<file path="src/rtl/pwm_ctrl_pkg.sv">
// Shared types for the PWM ramp sequencer.
package pwm_ctrl_pkg;

    typedef enum logic [1:0] {
        IDLE = 2'd0,
        RAMP = 2'd1,
        DONE = 2'd2
    } state_t;

endpackage

</file>
<file path="src/rtl/dffe.sv">
// Library flop: synchronous reset to zero with load enable.
module dffe #(
    parameter int WIDTH = 1
) (
    input  logic             clk,
    input  logic             r,
    input  logic             en,
    input  logic [WIDTH-1:0] d,
    output logic [WIDTH-1:0] q
);

    always_ff @(posedge clk) begin
        if (r)
            q <= '0;
        else if (en)
            q <= d;
    end

endmodule

</file>
<file path="src/rtl/dffsr.sv">
// Library flop: synchronous reset to zero (highest priority), synchronous set to all ones.
module dffsr #(
    parameter int WIDTH = 1
) (
    input  logic             clk,
    input  logic             r,
    input  logic             s,
    input  logic [WIDTH-1:0] d,
    output logic [WIDTH-1:0] q
);

    always_ff @(posedge clk) begin
        if (r)
            q <= '0;
        else if (s)
            q <= '1;
        else
            q <= d;
    end

endmodule

</file>
<file path="src/rtl/tick_gen.sv">
// Ramp prescaler: counts 0..div while enabled and fires a tick on the compare cycle.
module tick_gen #(
    parameter int DIV_WIDTH = 16
) (
    input  logic                 clk,
    input  logic                 r,
    input  logic                 clr,
    input  logic                 en,
    input  logic [DIV_WIDTH-1:0] div,
    output logic                 tick
);

    logic [DIV_WIDTH-1:0] count;
    logic [DIV_WIDTH-1:0] count_next;

    assign tick = en && (count == div);

    always_comb begin
        count_next = count;
        if (clr)
            count_next = '0;
        else if (en)
            count_next = tick ? '0 : count + DIV_WIDTH'(1);
    end

    dffsr #(.WIDTH(DIV_WIDTH)) u_count (
        .clk (clk),
        .r   (r),
        .s   (1'b0),
        .d   (count_next),
        .q   (count)
    );

endmodule

</file>
<file path="src/rtl/pwm_ramp_ctrl.sv">
// Ramps a pwm on_time toward a commanded target in fixed steps at a programmable tick rate,
// keeping the period constant and strobing set_time once per step.
module pwm_ramp_ctrl
    import pwm_ctrl_pkg::*;
#(
    parameter int WIDTH     = 8,
    parameter int DIV_WIDTH = 16
) (
    input  logic                 clk,
    input  logic                 r,
    input  logic                 cmd_valid,
    output logic                 cmd_ready,
    input  logic [WIDTH-1:0]     cmd_target,
    input  logic [WIDTH-1:0]     cmd_period,
    input  logic [WIDTH-1:0]     cmd_step,
    input  logic [DIV_WIDTH-1:0] cmd_div,
    input  logic                 abort,
    output logic [WIDTH-1:0]     on_time,
    output logic [WIDTH-1:0]     off_time,
    output logic                 set_time,
    output logic                 busy,
    output logic                 done
);

    state_t               state;
    state_t               state_next;
    logic [1:0]           state_q;
    logic                 accept;
    logic                 tick;
    logic                 finishing;
    logic                 update;
    logic [WIDTH-1:0]     target_in;
    logic [WIDTH-1:0]     step_in;
    logic [WIDTH-1:0]     period_q;
    logic [WIDTH-1:0]     step_q;
    logic [WIDTH-1:0]     target_q;
    logic [DIV_WIDTH-1:0] div_q;
    logic [WIDTH-1:0]     cur;
    logic [WIDTH-1:0]     cur_next;
    logic [WIDTH:0]       sum;
    logic [WIDTH-1:0]     diff;

    assign state     = state_t'(state_q);
    assign cmd_ready = (state == IDLE);
    assign busy      = (state == RAMP) || (state == DONE);
    assign done      = (state == DONE);
    assign accept    = cmd_ready && cmd_valid;
    assign target_in = (cmd_target > cmd_period) ? cmd_period : cmd_target;
    assign step_in   = (cmd_step == '0) ? WIDTH'(1) : cmd_step;

    dffe #(.WIDTH(WIDTH))     u_period (.clk(clk), .r(r), .en(accept), .d(cmd_period), .q(period_q));
    dffe #(.WIDTH(WIDTH))     u_step   (.clk(clk), .r(r), .en(accept), .d(step_in),    .q(step_q));
    dffe #(.WIDTH(WIDTH))     u_target (.clk(clk), .r(r), .en(accept), .d(target_in),  .q(target_q));
    dffe #(.WIDTH(DIV_WIDTH)) u_div    (.clk(clk), .r(r), .en(accept), .d(cmd_div),    .q(div_q));

    tick_gen #(.DIV_WIDTH(DIV_WIDTH)) u_tick (
        .clk  (clk),
        .r    (r),
        .clr  (accept),
        .en   (state == RAMP),
        .div  (div_q),
        .tick (tick)
    );

    // The ramp ends on the cycle its final strobe is visible, so a tick landing there is swallowed.
    assign finishing = set_time && (cur == target_q);
    assign update    = (state == RAMP) && tick && !abort && !finishing;

    assign sum  = {1'b0, cur} + {1'b0, step_q};
    assign diff = cur - target_q;

    always_comb begin
        cur_next = cur;
        if (cur < target_q)
            cur_next = (sum > {1'b0, target_q}) ? target_q : sum[WIDTH-1:0];
        else if (cur > target_q)
            cur_next = (diff <= step_q) ? target_q : cur - step_q;
    end

    dffe  #(.WIDTH(WIDTH)) u_cur (.clk(clk), .r(r), .en(update), .d(cur_next),            .q(cur));
    dffe  #(.WIDTH(WIDTH)) u_on  (.clk(clk), .r(r), .en(update), .d(cur_next),            .q(on_time));
    dffe  #(.WIDTH(WIDTH)) u_off (.clk(clk), .r(r), .en(update), .d(period_q - cur_next), .q(off_time));
    dffsr #(.WIDTH(1))     u_set (.clk(clk), .r(r), .s(1'b0),    .d(update),              .q(set_time));

    always_comb begin
        state_next = state;
        case (state)
            IDLE:    if (cmd_valid) state_next = RAMP;
            RAMP:    if (abort || finishing) state_next = DONE;
            DONE:    state_next = IDLE;
            default: state_next = IDLE;
        endcase
    end

    dffsr #(.WIDTH(2)) u_state (.clk(clk), .r(r), .s(1'b0), .d(state_next), .q(state_q));

endmodule
</file>
<file path="config.mk">
export PLATFORM = sky130hd
export DESIGN_NAME = pwm_ramp_ctrl
export DESIGN_NICKNAME = d
export VERILOG_FILES = /design/src/rtl/pwm_ctrl_pkg.sv /design/src/rtl/dffe.sv /design/src/rtl/dffsr.sv /design/src/rtl/tick_gen.sv /design/src/rtl/pwm_ramp_ctrl.sv
export SDC_FILE = /design/constraint.sdc
export NUM_CORES = 1
export LEC_CHECK = 0
export ABC_AREA = 1
export CORE_MARGIN = 5
export CORE_UTILIZATION = 45
export CTS_CLUSTER_SIZE = 12
export DETAILED_ROUTE_END_ITERATION = 16
export PLACE_DENSITY = 0.74
export SLEW_MARGIN = 15
export SYNTH_ARGS = -nofsm -noshare
export SYNTH_HDL_FRONTEND = slang
export SYNTH_SLANG_ARGS = --single-unit
</file>
<file path="constraint.sdc">
create_clock -name clk -period 7.9 [get_ports clk]
set_input_delay 1.185 -clock clk [delete_from_list [all_inputs] [get_ports clk]]
set_output_delay 1.185 -clock clk [all_outputs]
set_load 0.1 [all_outputs]
</file>
==> results_dict.tcl <==
set metrics [dict create \
    report.final.slew_viol_count 0 \
    max-cap-violations 0 \
    cp.required_ps 8130 \
    totalPowerFinal_mw 1.519 \
    cts-resized-gates 0 \
    hpwlAfterDp_um 10910 \
    grt_start_max_net_pins 39 \
    htree_levels 3 \
    power_per_cell_area_nw_per_um2 239.1 \
    timing.final.crit_share_pct 61.70 \
    crit_path_max_fanout 12 \
    max_freq_mhz 205.2 \
    root_buffer_master "sky130_fd_sc_hd__clkbuf_16" \
    layout-area-overhead-vs-synth_pct 18.13 \
    yosys.cell_types.count 51 \
    layoutNonFillerInstCount 938 \
    postSynthNetCount 844 \
    critical_path.most_common_cell "sky130_fd_sc_hd__nand2_1" \
    outcome "completed" \
    n_fill_cell 1133 \
    crit_path_end_kind "register" \
    syn_avg_cell_area_um2 7.315 \
    finish.net_count 895 \
    cp_top_family "compound AO/OA/AOI/OAI gates" \
    grt_use_total_pct 19.99 \
    drt_pass1_iterations 5 \
    placer_congestion 0.9448 \
    num_vias 4886 \
    ctsLongestPathBuffers 2 \
    crit_path_top_delay_cell "sky130_fd_sc_hd__fa_1" \
    synthFlopType "sky130_fd_sc_hd__dfxtp_1" \
    final.setup_skew_ps 8.213 \
    fin_util_pct 53.54 \
    yosys_register_bits 75 \
    cts.repair_timing.setup_buffer_count 0 \
    vias_in_the_first_global_route 4581 \
    ir_worst_vdd_mv 0.1059 \
    final_layout_size_suffix_gt1_share_pct 7.712 \
    timing.max_slew.rel_slack_pct 32.91 \
    clock_sinks 75 \
    ys_warn_count 0 \
    grt_first_pass_wirelength_um 22780 \
    floorplan.die.height_um 119.3 \
    antenna_found_initial 0 \
    tritoncts "built" \
    period_needed_ps 4874 \
    detail_route.wirelength_um 13970 \
    pin_count 64 \
    placeableCoreArea_um2 11860 \
    setup_viol 0 \
    yosysMostFrequentCell "sky130_fd_sc_hd__nand2_1" \
    yosys-top-cells-count "126 x sky130_fd_sc_hd__nand2_1, 90 x sky130_fd_sc_hd__inv_1, 75 x sky130_fd_sc_hd__dfxtp_1" \
    tns_ps 0 \
    synth_cells 735 \
    postSynth.asyncResetShare_pct 0 \
    io_buffer_count 63 \
    start_kind "register" \
    clk_pin_slew_ps 60 \
    die-area_um2 14230 \
    synth_sequential_area_ratio_pct 27.93 \
    clk_latency_ps 340 \
    netlist.area_leader.share_pct 27.93 \
    hold_viol 0 \
    cts_hold_repair.buffers 0 \
    hold_path.class "register to register" \
    grt_remaining_overflow 0 \
    worst_ep_arrival_ps 5110 \
    tightest_slew_ps 1003 \
    crit_buf_inv 2 \
    cts_made_buffers 9 \
    power_leakage_nw 2.838 \
    criticalPathCategory "register to register" \
    rows 40 \
    die_w_um 119.3 \
    n_antenna_cell 0 \
    critical_path.max_stage_delay_ps 400 \
    wire_length_per_cell_after_detailed_routing_um 14.89 \
    netlist_top_cells_area "sky130_fd_sc_hd__dfxtp_1 28%, sky130_fd_sc_hd__ha_1 14%, sky130_fd_sc_hd__nand2_1 8.8%" \
    edff_count_synth 0 \
    avgViaCountPerCell 5.209 \
    synth_largest_area_cell "sky130_fd_sc_hd__dfxtp_1" \
    start_util_pct 45.33 \
    route.antenna.remaining_nets 0 \
    drt_iter0_drc 318 \
    synth_area_um2 5376 \
    numPlacedInstances 922 \
    drcViolationCount 0 \
    rsz0062_at_grt "false" \
]
[placed cells by master (no fill, tap or decap), types with 9 or more instances in the layout]
cell type and instances:
sky130_fd_sc_hd__a21oi_1 58, sky130_fd_sc_hd__clkbuf_16 9, sky130_fd_sc_hd__clkdlybuf4s50_1 63, sky130_fd_sc_hd__dfxtp_1 75
sky130_fd_sc_hd__ha_1 61, sky130_fd_sc_hd__inv_1 90, sky130_fd_sc_hd__inv_2 10, sky130_fd_sc_hd__nand2_1 126
sky130_fd_sc_hd__nand3_1 22, sky130_fd_sc_hd__nor2_1 68, sky130_fd_sc_hd__nor3_1 12, sky130_fd_sc_hd__o211ai_1 10
sky130_fd_sc_hd__o21ai_0 57, sky130_fd_sc_hd__o22ai_1 13, sky130_fd_sc_hd__xnor2_1 19, sky130_fd_sc_hd__xor2_1 18
[stage by stage]
step                worst slack [ps]  instance area [um^2]  hold slack [ps]
floorplan                       3027                  5376            434.7
global route                    2495                  6351            503.3
global placement                3255                  6063            462.0
CTS                             3089                  6351            478.1
finish                          3026                  6351            475.1
detailed placement              3101                  6063            467.7
[routing by layer]
metal  wire length, um  GRT usage, %
met5                 0             0
met4               250         6.514
met3               723         3.609
met2              6238         32.14
met1              6758         27.12
[path summary, 6_finish.rpt]
kind / startpoint / cells past startpoint / slack [ps] / to
setup / recovery: u_target.q[1] / 28 / 3030 / u_off.q[6]
hold reg to reg: u_div.q[3] / 2 / 480 / u_div.q[3]
setup reg to reg: u_target.q[1] / 28 / 3030 / u_off.q[6]
hold / removal: u_div.q[3] / 2 / 480 / u_div.q[3]
[flip-flops by register name, indices dropped and copies added, names as in the netlist]
| name | flops |
|---|---|
| u_div.q | 16 |
| u_tick.u_count.q | 16 |
| u_off.q | 8 |
| u_on.q | 8 |
| u_period.q | 8 |
| u_step.q | 8 |
| u_target.q | 8 |
| u_state.q | 2 |
| u_set.q | 1 |
[cell families after synthesis]
logic type | after synthesis | share of synthesized area (%)
muxes | 2 | 0.5121
adders and majority gates | 65 | 15.69
DFF | 75 | 27.93
buffers and inverters | 126 | 9.821
xor gates and xnor gates | 38 | 6.330
AOI/OAI and AO/OA | 169 | 18.32
and+or+nand+nor | 260 | 21.41
[area by class of cell]
| type | count | area [um^2] | area share (%) |
|---|---|---|---|
| Multi-Input combinational cell | 534 | 3347 | 52.70 |
| Sequential cell | 75 | 1501 | 23.64 |
| Timing Repair Buffer | 64 | 638.1 | 10.05 |
| Inverter | 102 | 392.9 | 6.186 |
| Clock buffer | 11 | 252.7 | 3.980 |
| Tap cell | 147 | 183.9 | 2.896 |
| Clock inverter | 5 | 35.03 | 0.5516 |
[tightest hold or removal path, cell delays in order (launching register included)]
cell and delay (ps):
sky130_fd_sc_hd__dfxtp_1 310, sky130_fd_sc_hd__inv_1 70, sky130_fd_sc_hd__a21oi_1 50
[power breakdown]
| group | leakage, nW | internal [mW] | switching, mW |
|---|---|---|---|
| clock | 0.142 | 0.231 | 0.170 |
| sequential | 0.613 | 0.407 | 0.0217 |
| combinational | 2.08 | 0.250 | 0.439 |
| total | 2.84 | 0.888 | 0.631 |
No activity file was read; power rests on OpenSTA's default activity.
